--- config.mk ---
export PLATFORM = sky130hd
export DESIGN_NAME = video_lock_seq
export DESIGN_NICKNAME = d
export VERILOG_FILES = /design/src/rtl/video_lock_seq.sv
export SDC_FILE = /design/constraint.sdc
export NUM_CORES = 1
export LEC_CHECK = 0
export BUFFER_PORTS_ARGS = -buffer_cell sky130_fd_sc_hd__buf_2
export CORE_MARGIN = 10
export CORE_UTILIZATION = 56
export CTS_CLUSTER_SIZE = 28
export DETAILED_ROUTE_END_ITERATION = 10
export PLACE_DENSITY = 0.83
export SLEW_MARGIN = 40
export SYNTH_ARGS = -nofsm -noshare
export SYNTH_HDL_FRONTEND = slang
export SYNTH_SLANG_ARGS = --single-unit
--- constraint.sdc ---
create_clock -name clk125 -period 1.8 [get_ports clk125]
set_clock_uncertainty 0.05 [all_clocks]
set_input_delay 0 -clock clk125 [delete_from_list [all_inputs] [get_ports clk125]]
set_output_delay 0 -clock clk125 [all_outputs]
set_load 0.01 [all_outputs]
--- src/rtl/video_lock_seq.sv ---
// video_lock_seq: qualifies PLL lock, sequences video-domain reset release and pixel clock enable
// Ports:
//   clk125        125 MHz PLL clock, the only clock
//   rst_n         asynchronous active-low reset
//   locked        PLL lock, asynchronous to clk125
//   rst_out_n     video-domain reset, low = held in reset
//   pix_ce        single-cycle pixel clock enable, one in DIV cycles
//   phase         position within the DIV cycle
//   ready         copy of rst_out_n
//   lock_lost_cnt saturating count of lock losses while running
module video_lock_seq #(
    parameter int STABLE_CYCLES = 1024,
    parameter int DIV = 5,
    parameter int SYNC_STAGES = 2
) (
    input  logic       clk125,
    input  logic       rst_n,
    input  logic       locked,
    output logic       rst_out_n,
    output logic       pix_ce,
    output logic [2:0] phase,
    output logic       ready,
    output logic [7:0] lock_lost_cnt
);
    localparam int CW = $clog2(STABLE_CYCLES + 1);
    localparam logic [2:0] PMAX = 3'(DIV - 1);
    localparam logic [CW-1:0] CMAX = CW'(STABLE_CYCLES - 1);

    if (DIV < 2 || DIV > 8 || STABLE_CYCLES < 1 || SYNC_STAGES < 2) begin : g_bad_params
        $error("video_lock_seq: illegal DIV, STABLE_CYCLES or SYNC_STAGES");
    end

    typedef enum logic [1:0] {WAIT_LOCK, COUNT, RELEASE, RUN} state_t;

    state_t state, nstate;
    logic [CW-1:0] cnt, ncnt;
    logic [2:0] nphase;
    logic [SYNC_STAGES-1:0] sync;
    logic lock_s;

    assign lock_s = sync[SYNC_STAGES-1];
    assign ready = rst_out_n;

    // Any lock_s drop returns to WAIT_LOCK with counters cleared, taking
    // priority over the COUNT and RELEASE terminal transitions.
    always_comb begin
        nstate = state;
        ncnt = cnt;
        nphase = phase;
        case (state)
            WAIT_LOCK: begin
                ncnt = '0;
                nphase = '0;
                nstate = lock_s ? COUNT : WAIT_LOCK;
            end
            COUNT: begin
                if (!lock_s) begin
                    nstate = WAIT_LOCK;
                    ncnt = '0;
                end else if (cnt == CMAX) begin
                    nstate = RELEASE;
                    ncnt = '0;
                    nphase = '0;
                end else begin
                    ncnt = cnt + CW'(1);
                end
            end
            RELEASE: begin
                if (!lock_s) begin
                    nstate = WAIT_LOCK;
                    nphase = '0;
                end else if (phase == PMAX) begin
                    nstate = RUN;
                    nphase = '0;
                end else begin
                    nphase = phase + 3'd1;
                end
            end
            RUN: begin
                nstate = lock_s ? RUN : WAIT_LOCK;
                nphase = !lock_s || phase == PMAX ? 3'd0 : phase + 3'd1;
            end
            default: begin
                nstate = WAIT_LOCK;
                ncnt = '0;
                nphase = '0;
            end
        endcase
    end

    // rst_out_n and pix_ce are registered from the next-state values so they
    // never glitch and line up with the state/phase they describe.
    always_ff @(posedge clk125 or negedge rst_n) begin
        if (!rst_n) begin
            sync <= '0;
            state <= WAIT_LOCK;
            cnt <= '0;
            phase <= '0;
            rst_out_n <= 1'b0;
            pix_ce <= 1'b0;
            lock_lost_cnt <= '0;
        end else begin
            sync <= {sync[SYNC_STAGES-2:0], locked};
            state <= nstate;
            cnt <= ncnt;
            phase <= nphase;
            rst_out_n <= nstate == RUN;
            pix_ce <= (nstate == RELEASE || nstate == RUN) && nphase == PMAX;
            if (state == RUN && !lock_s && lock_lost_cnt != 8'hff)
                lock_lost_cnt <= lock_lost_cnt + 8'd1;
        end
    end
endmodule

==> results.txt, run 1 <==
run status = complete, no violations
WL met1 = 1172 um
root buf cell = clkbuf_4
Max-Cap Viols = 0
number of fill cells = 184
Comb power frac = 5.5%
element type at the critical path end = register
post_cts resized = 0
Synth Instances = 128
initial antenna violation count = 0
pwr/cell area = 734.2 nW/um2
I/O pin cnt = 17
Layout area overhead = 13.14%
commonest non-fill, non-tap cell in the layout = dfrtp_1
GRT Overall Usage = 10.99%
clock sinks = 28
critical path cell sequence = ha_1, and3_4, and2_2, a21o_1, o22ai_1
Starting Density = 60.38%
Synth Flop Type = dfrtp_1
Compound-Gate Fraction of Synth Area = 14.61%
n_diodes = 0
Netlist cell types = 40
WP data required = 1990 ps
die area = 4803 um2
Antenna Violating Nets Remaining = 0
Skew-Pair Late Insertion Delay = 340 ps
Slew HR = 60.37%
ys async rst share = 100.0%
aggregate global routing overflow = 0
layout cells sized above 1 = 22.30%
synthesis-stage register bit count = 28
most frequent cells in the layout = dfrtp_1 (28), buf_2 (16), nand2_1 (13), nor2_1 (9), nand3_1 (9)
Final Cycle Share = 95.09%
met2 routed WL = 1316 um
CP top delay family = flip-flops
Clk pwr share = 36.8%
Setup TNS = 0 ps
Detailed Place HPWL = 1870 um
synthesized area = 1361 um2
post-synthesis sequential area ratio = 51.47%
Die Y = 69.31 um
clock buffer depth = 2
vias in the first global route = 1,072
# DRC = 0
CP bufs+invs = 0
Avg Synthesized Cell Area = 10.64 um2
Synth Area in Adders = 3.676%
Peak VDD IR = 0.5665 mV
htree depth = 1
Final Hold Fails = 0
DR WL met3 = 118 um
Net Sw Frac = 21.49%
Core Footprint = 2255 um2
TritonCTS buffer count = 3
Rows = 17
Final Util = 68.31%
Post-Syn Nets = 135
WHS = 127.3 ps
mux cell area share after synthesis = 1.563%
Critical Path Source Type = register
fin nets = 156
Die Width = 69.31 um
fin crit period = 1712 ps
postcts setup bufs = 0
Final Max Slew Viols = 0
Worst Reg-to-Reg Cells = 5
worst stage delay on the critical path = 440 ps
XOR/XNOR share of the synthesized area = 5.790%
worst reg2reg setup slack = 90 ps
Cell Int Power = 887.9 uW
EDFF count, synth = 0
crit path DAT = 1900 ps
Place WS = 169.2 ps
Via-to-Cell Ratio = 5.756
Worst Tran Pin Value = 594.5 ps
Crit Path Category = register to register
Clock transition at path regs = 160 ps
Critical Path Fanout Max = 5
sequential power share = 57.7%
Post-Route WL = 2673 um
post-route setup slack = 88.40 ps
max frequency = 0.5842 GHz
CP Depth = 5
CTS tree = done
RD Place Congestion = 0.7948
largest family of logic cells by synthesized area = simple AND/OR/NAND/NOR gates
Pwr Total = 1131 uW
largest net degree at the start of global routing = 29
switching pwr = 243.0 uW
port bufs = 16
Final setup viols = 0
leakage dissipation = 0.0008052 uW
first-pass GRT wire length = 4602 um
Top Layer Used = met4
DR vias = 1,013
unrepaired setup endpoints after global routing = false
CP max-delay cell = dfrtp_1
detailed router's first-iteration violation count = 54
HP Class = input pin to asynchronous set/reset pin
drt first pass iters = 4
simple-gate area share of the yosys netlist = 20.31%
Yosys warning total = 0
average wire per standard cell = 15.19 um
==> sequential cells by signal, summed over array words and instances, names as in the netlist <==
signal         flops
pix_ce             1
phase              3
ready              1
lock_lost_cnt      8
sync               2
cnt               11
state              2
==> cells in the mapped netlist (2+ instances only) <==
master	number	area, um2
a21o_1	3	22.52
a21o_2	2	17.52
a21oi_1	3	15.01
a22o_2	2	20.02
and3_1	2	12.51
dfrtp_1	28	700.7
ha_1	4	50.05
inv_1	5	18.77
nand2_1	13	48.80
nand3_1	9	45.04
nand4_1	2	12.51
nor2_1	9	33.78
nor3_1	4	20.02
o21a_1	2	15.01
o21ai_0	8	40.04
xnor2_1	3	26.28
xor2_1	6	52.55
==> kinds of logic (layout without fill, tap and decap cells) <==
kind of cell | count (synthesis) | in the layout
AND/OR/NAND/NOR | 50 | 50
multiplexers | 2 | 2
flip-flops | 28 | 28
buffers and inverters | 8 | 28
adder cells (fa/ha/maj) | 4 | 4
XOR/XNOR | 9 | 9
AO/OA/AOI/OAI | 27 | 27
==> metal layers <==
| metal | vias to the layer above | GRT usage (%) |
|---|---|---|
| li1 | 494 | - |
| met1 | 488 | 12.21 |
| met2 | 25 | 18.55 |
| met3 | 6 | 2.710 |
| met4 | 0 | 6.208 |
| met5 | - | 0 |
==> final timing paths <==
| kind | startpoint | to |
|---|---|---|
| min in group clk125 | locked | sync[0] |
| worst min-delay path | rst_n | pix_ce |
| worst max-delay path | cnt[0] | cnt[5] |
| worst max register to register | cnt[0] | cnt[5] |
| max in group asynchronous | rst_n | lock_lost_cnt[0] |
| worst min register to register | sync[0] | sync[1] |
==> repair_timing <==
action                                 CTS  global route
endpoints found under the hold margin   29             0
setup endpoints to repair                0             0
hold buffers                             2             0
==> stage by stage <==
| stage | cells | cell area, um2 |
|---|---|---|
| 2_1_floorplan | 128 | 1361 |
| 3_3_place_gp | 170 | 1468 |
| 3_5_place_dp | 170 | 1468 |
| 4_1_cts | 176 | 1540 |
| 5_1_grt | 176 | 1540 |
| 6_report | 176 | 1540 |
==> power groups by stage <==
stage	registers, uW	logic (uW)	clock network (uW)
CTS	651	63.4	415
detailed placement	663	58.5	0
global route	653	71.6	442
floorplan	661	36.4	0
global placement	662	56.9	0
finish	652	62.5	416
==> final cells by class <==
type | count | area (um2) | share of cell area [%]
inverter | 5 | 18.77 | 1.219
multi-input combinational | 92 | 625.6 | 40.62
clock inverter | 1 | 30.03 | 1.950
timing repair buffer | 19 | 107.6 | 6.986
clock buffer | 3 | 22.52 | 1.462
tap | 28 | 35.03 | 2.275
sequential | 28 | 700.7 | 45.49
Note: power is estimated with default switching activity, not from simulation.
==> run 2, diff against run 1 <==
- CORE_MARGIN: 10 -> not set
==> run 2 against run 1 <==
Compared with the run above: sequential power is essentially flat; cell count is the same; core utilization fell by 0.72 points; count of clock-buffer cells in the layout increased by 1; sequential cell count unchanged; highest routed layer unchanged; global-route usage grew 10 points; power shrank 9.8%; via count shrank 3.0%; non-clock buffer count did not move; clock power down 26%; first-iteration DRC count is 65% lower; critical path depth unchanged.
==> results.txt, run 2 (synthesized netlist as in run 1, its figures left out) <==
Clock transition at path regs = 150 ps (was 160 ps)
Final Hold Fails = 0 (unchanged)
die area = 2632 um2 (was 4803 um2)
Die Y = 51.31 um (was 69.31 um)
RD Place Congestion = 0.8207 (was 0.7948)
worst reg2reg setup slack = 110 ps (was 90 ps)
Worst Tran Pin Value = 608.8 ps (was 594.5 ps)
port bufs = 16 (unchanged)
WHS = 149.6 ps (was 127.3 ps)
Rows = 17 (unchanged)
leakage dissipation = 0.0007983 uW (was 0.0008052 uW)
most frequent cells in the layout = dfrtp_1 (28), buf_2 (16), nand2_1 (13), nor2_1 (9), nand3_1 (9) (unchanged)
Crit Path Category = register to register (unchanged)
htree depth = 1 (unchanged)
WP data required = 1990 ps (about the same)
clock sinks = 28 (unchanged)
CP top delay family = flip-flops (unchanged)
# DRC = 0 (unchanged)
vias in the first global route = 916 (was 1,072)
unrepaired setup endpoints after global routing = false (unchanged)
Via-to-Cell Ratio = 5.585 (was 5.756)
layout cells sized above 1 = 22.30% (unchanged)
average wire per standard cell = 13.68 um (was 15.19 um)
postcts setup bufs = 0 (unchanged)
clock buffer depth = 2 (unchanged)
fin nets = 156 (unchanged)
Starting Density = 60.38% (unchanged)
Core Footprint = 2255 um2 (unchanged)
Layout area overhead = 11.95% (was 13.14%)
Place WS = 159.7 ps (was 169.2 ps)
CTS tree = done (unchanged)
largest net degree at the start of global routing = 29 (unchanged)
critical path cell sequence = ha_1, and3_4, and2_2, a21o_1, o21ai_0 (was ha_1, and3_4, and2_2, a21o_1, o22ai_1)
initial antenna violation count = 0 (unchanged)
Critical Path Source Type = register (unchanged)
Final Max Slew Viols = 0 (unchanged)
number of fill cells = 169 (was 184)
Final Cycle Share = 94.12% (was 95.09%)
DR vias = 983 (was 1,013)
Post-Route WL = 2408 um (was 2673 um)
element type at the critical path end = register (unchanged)
Die Width = 51.31 um (was 69.31 um)
hold-fix buffers at CTS = 2 (unchanged)
pwr/cell area = 669.5 nW/um2 (was 734.2 nW/um2)
HP Class = input pin to asynchronous set/reset pin (unchanged)
CP max-delay cell = dfrtp_1 (unchanged)
FF-to-FF Start = cnt[0] (unchanged)
Max-Cap Viols = 0 (unchanged)
worst stage delay on the critical path = 440 ps (about the same)
first-pass GRT wire length = 4036 um (was 4602 um)
crit path DAT = 1890 ps (was 1900 ps)
top flop regs = cnt: 11 flops, lock_lost_cnt: 8 flops, phase: 3 flops (unchanged)
root buf cell = clkbuf_4 (unchanged)
GRT Overall Usage = 21.18% (was 10.99%)
Critical Path Fanout Max = 5 (unchanged)
max frequency = 0.5903 GHz (was 0.5842 GHz)
Detailed Place HPWL = 1756 um (was 1870 um)
Antenna Violating Nets Remaining = 0 (unchanged)
post-route setup slack = 105.8 ps (was 88.40 ps)
CP bufs+invs = 0 (unchanged)
Skew-Pair Late Insertion Delay = 330 ps (was 340 ps)
FF-to-FF End = cnt[6] (was cnt[5])
max FFs per register = 11 (unchanged)
aggregate global routing overflow = 0 (unchanged)
run status = complete, no violations (unchanged)
Setup TNS = 0 ps (unchanged)
Final Util = 67.59% (was 68.31%)
Final setup viols = 0 (unchanged)
Top reg by flops = cnt (unchanged)
Peak VDD IR = 0.3839 mV (was 0.5665 mV)
post_cts resized = 0 (unchanged)
TritonCTS buffer count = 3 (unchanged)
fin crit period = 1694 ps (was 1712 ps)
n_diodes = 0 (unchanged)
Slew HR = 59.42% (was 60.37%)
commonest non-fill, non-tap cell in the layout = dfrtp_1 (unchanged)
detailed router's first-iteration violation count = 19 (was 54)
drt first pass iters = 7 (was 4)
Worst Reg-to-Reg Cells = 5 (unchanged)
I/O pin cnt = 17 (unchanged)
[run 2: cell types whose count changed in the layout (fill, tap and decap cells not counted)]
cell       before  now
bufinv_16       1    0
clkbuf_8        0    1
[run 2: where the power goes]
group	total [uW]	switching, uW	internal [uW]
logic	60.5	36.2	24.3
clock network	309	185	124
registers	651	13.1	638
[run 2: layer usage]
layer / part of all wire, % / vias up / track usage, %
met3: 2.1 / 4 / 2.679
met1: 47 / 475 / 26.24
li1: - / 490 / -
met2: 50 / 14 / 36.18
met4: 1.6 / 0 / 10.36
met5: 0 / - / 0
[run 2: worst reg2reg max path, cell delays in order, from the launching register on]
cell	delay (ps)
dfrtp_1	440
ha_1	250
and3_4	220
and2_2	220
a21o_1	200
o21ai_0	220
[run 2: worst max path at each step]
stage           start      to  cells after the start
2_1_floorplan  cnt[0]  cnt[4]                      5
3_3_place_gp   cnt[0]  cnt[4]                      5
3_5_place_dp   cnt[0]  cnt[4]                      5
4_1_cts        cnt[0]  cnt[4]                      5
5_1_grt        cnt[0]  cnt[6]                      5
6_report       cnt[0]  cnt[6]                      5
[run 2: through the flow]
stage	instance area (um2)	total power, uW	instances
global route	1524	1059	176
detailed placement	1468	721.2	170
global placement	1468	719.0	170
CTS	1524	1025	176
finish	1524	1020	176
floorplan	1361	697.0	128
[run 2: final cells by class]
class	count	area [um2]	share of cell area, %
Sequential cell	28	700.7	45.98
Multi-Input combinational cell	92	625.6	41.05
Timing Repair Buffer	19	107.6	7.061
Clock buffer	4	36.28	2.381
Tap cell	28	35.03	2.299
Inverter	5	18.77	1.232
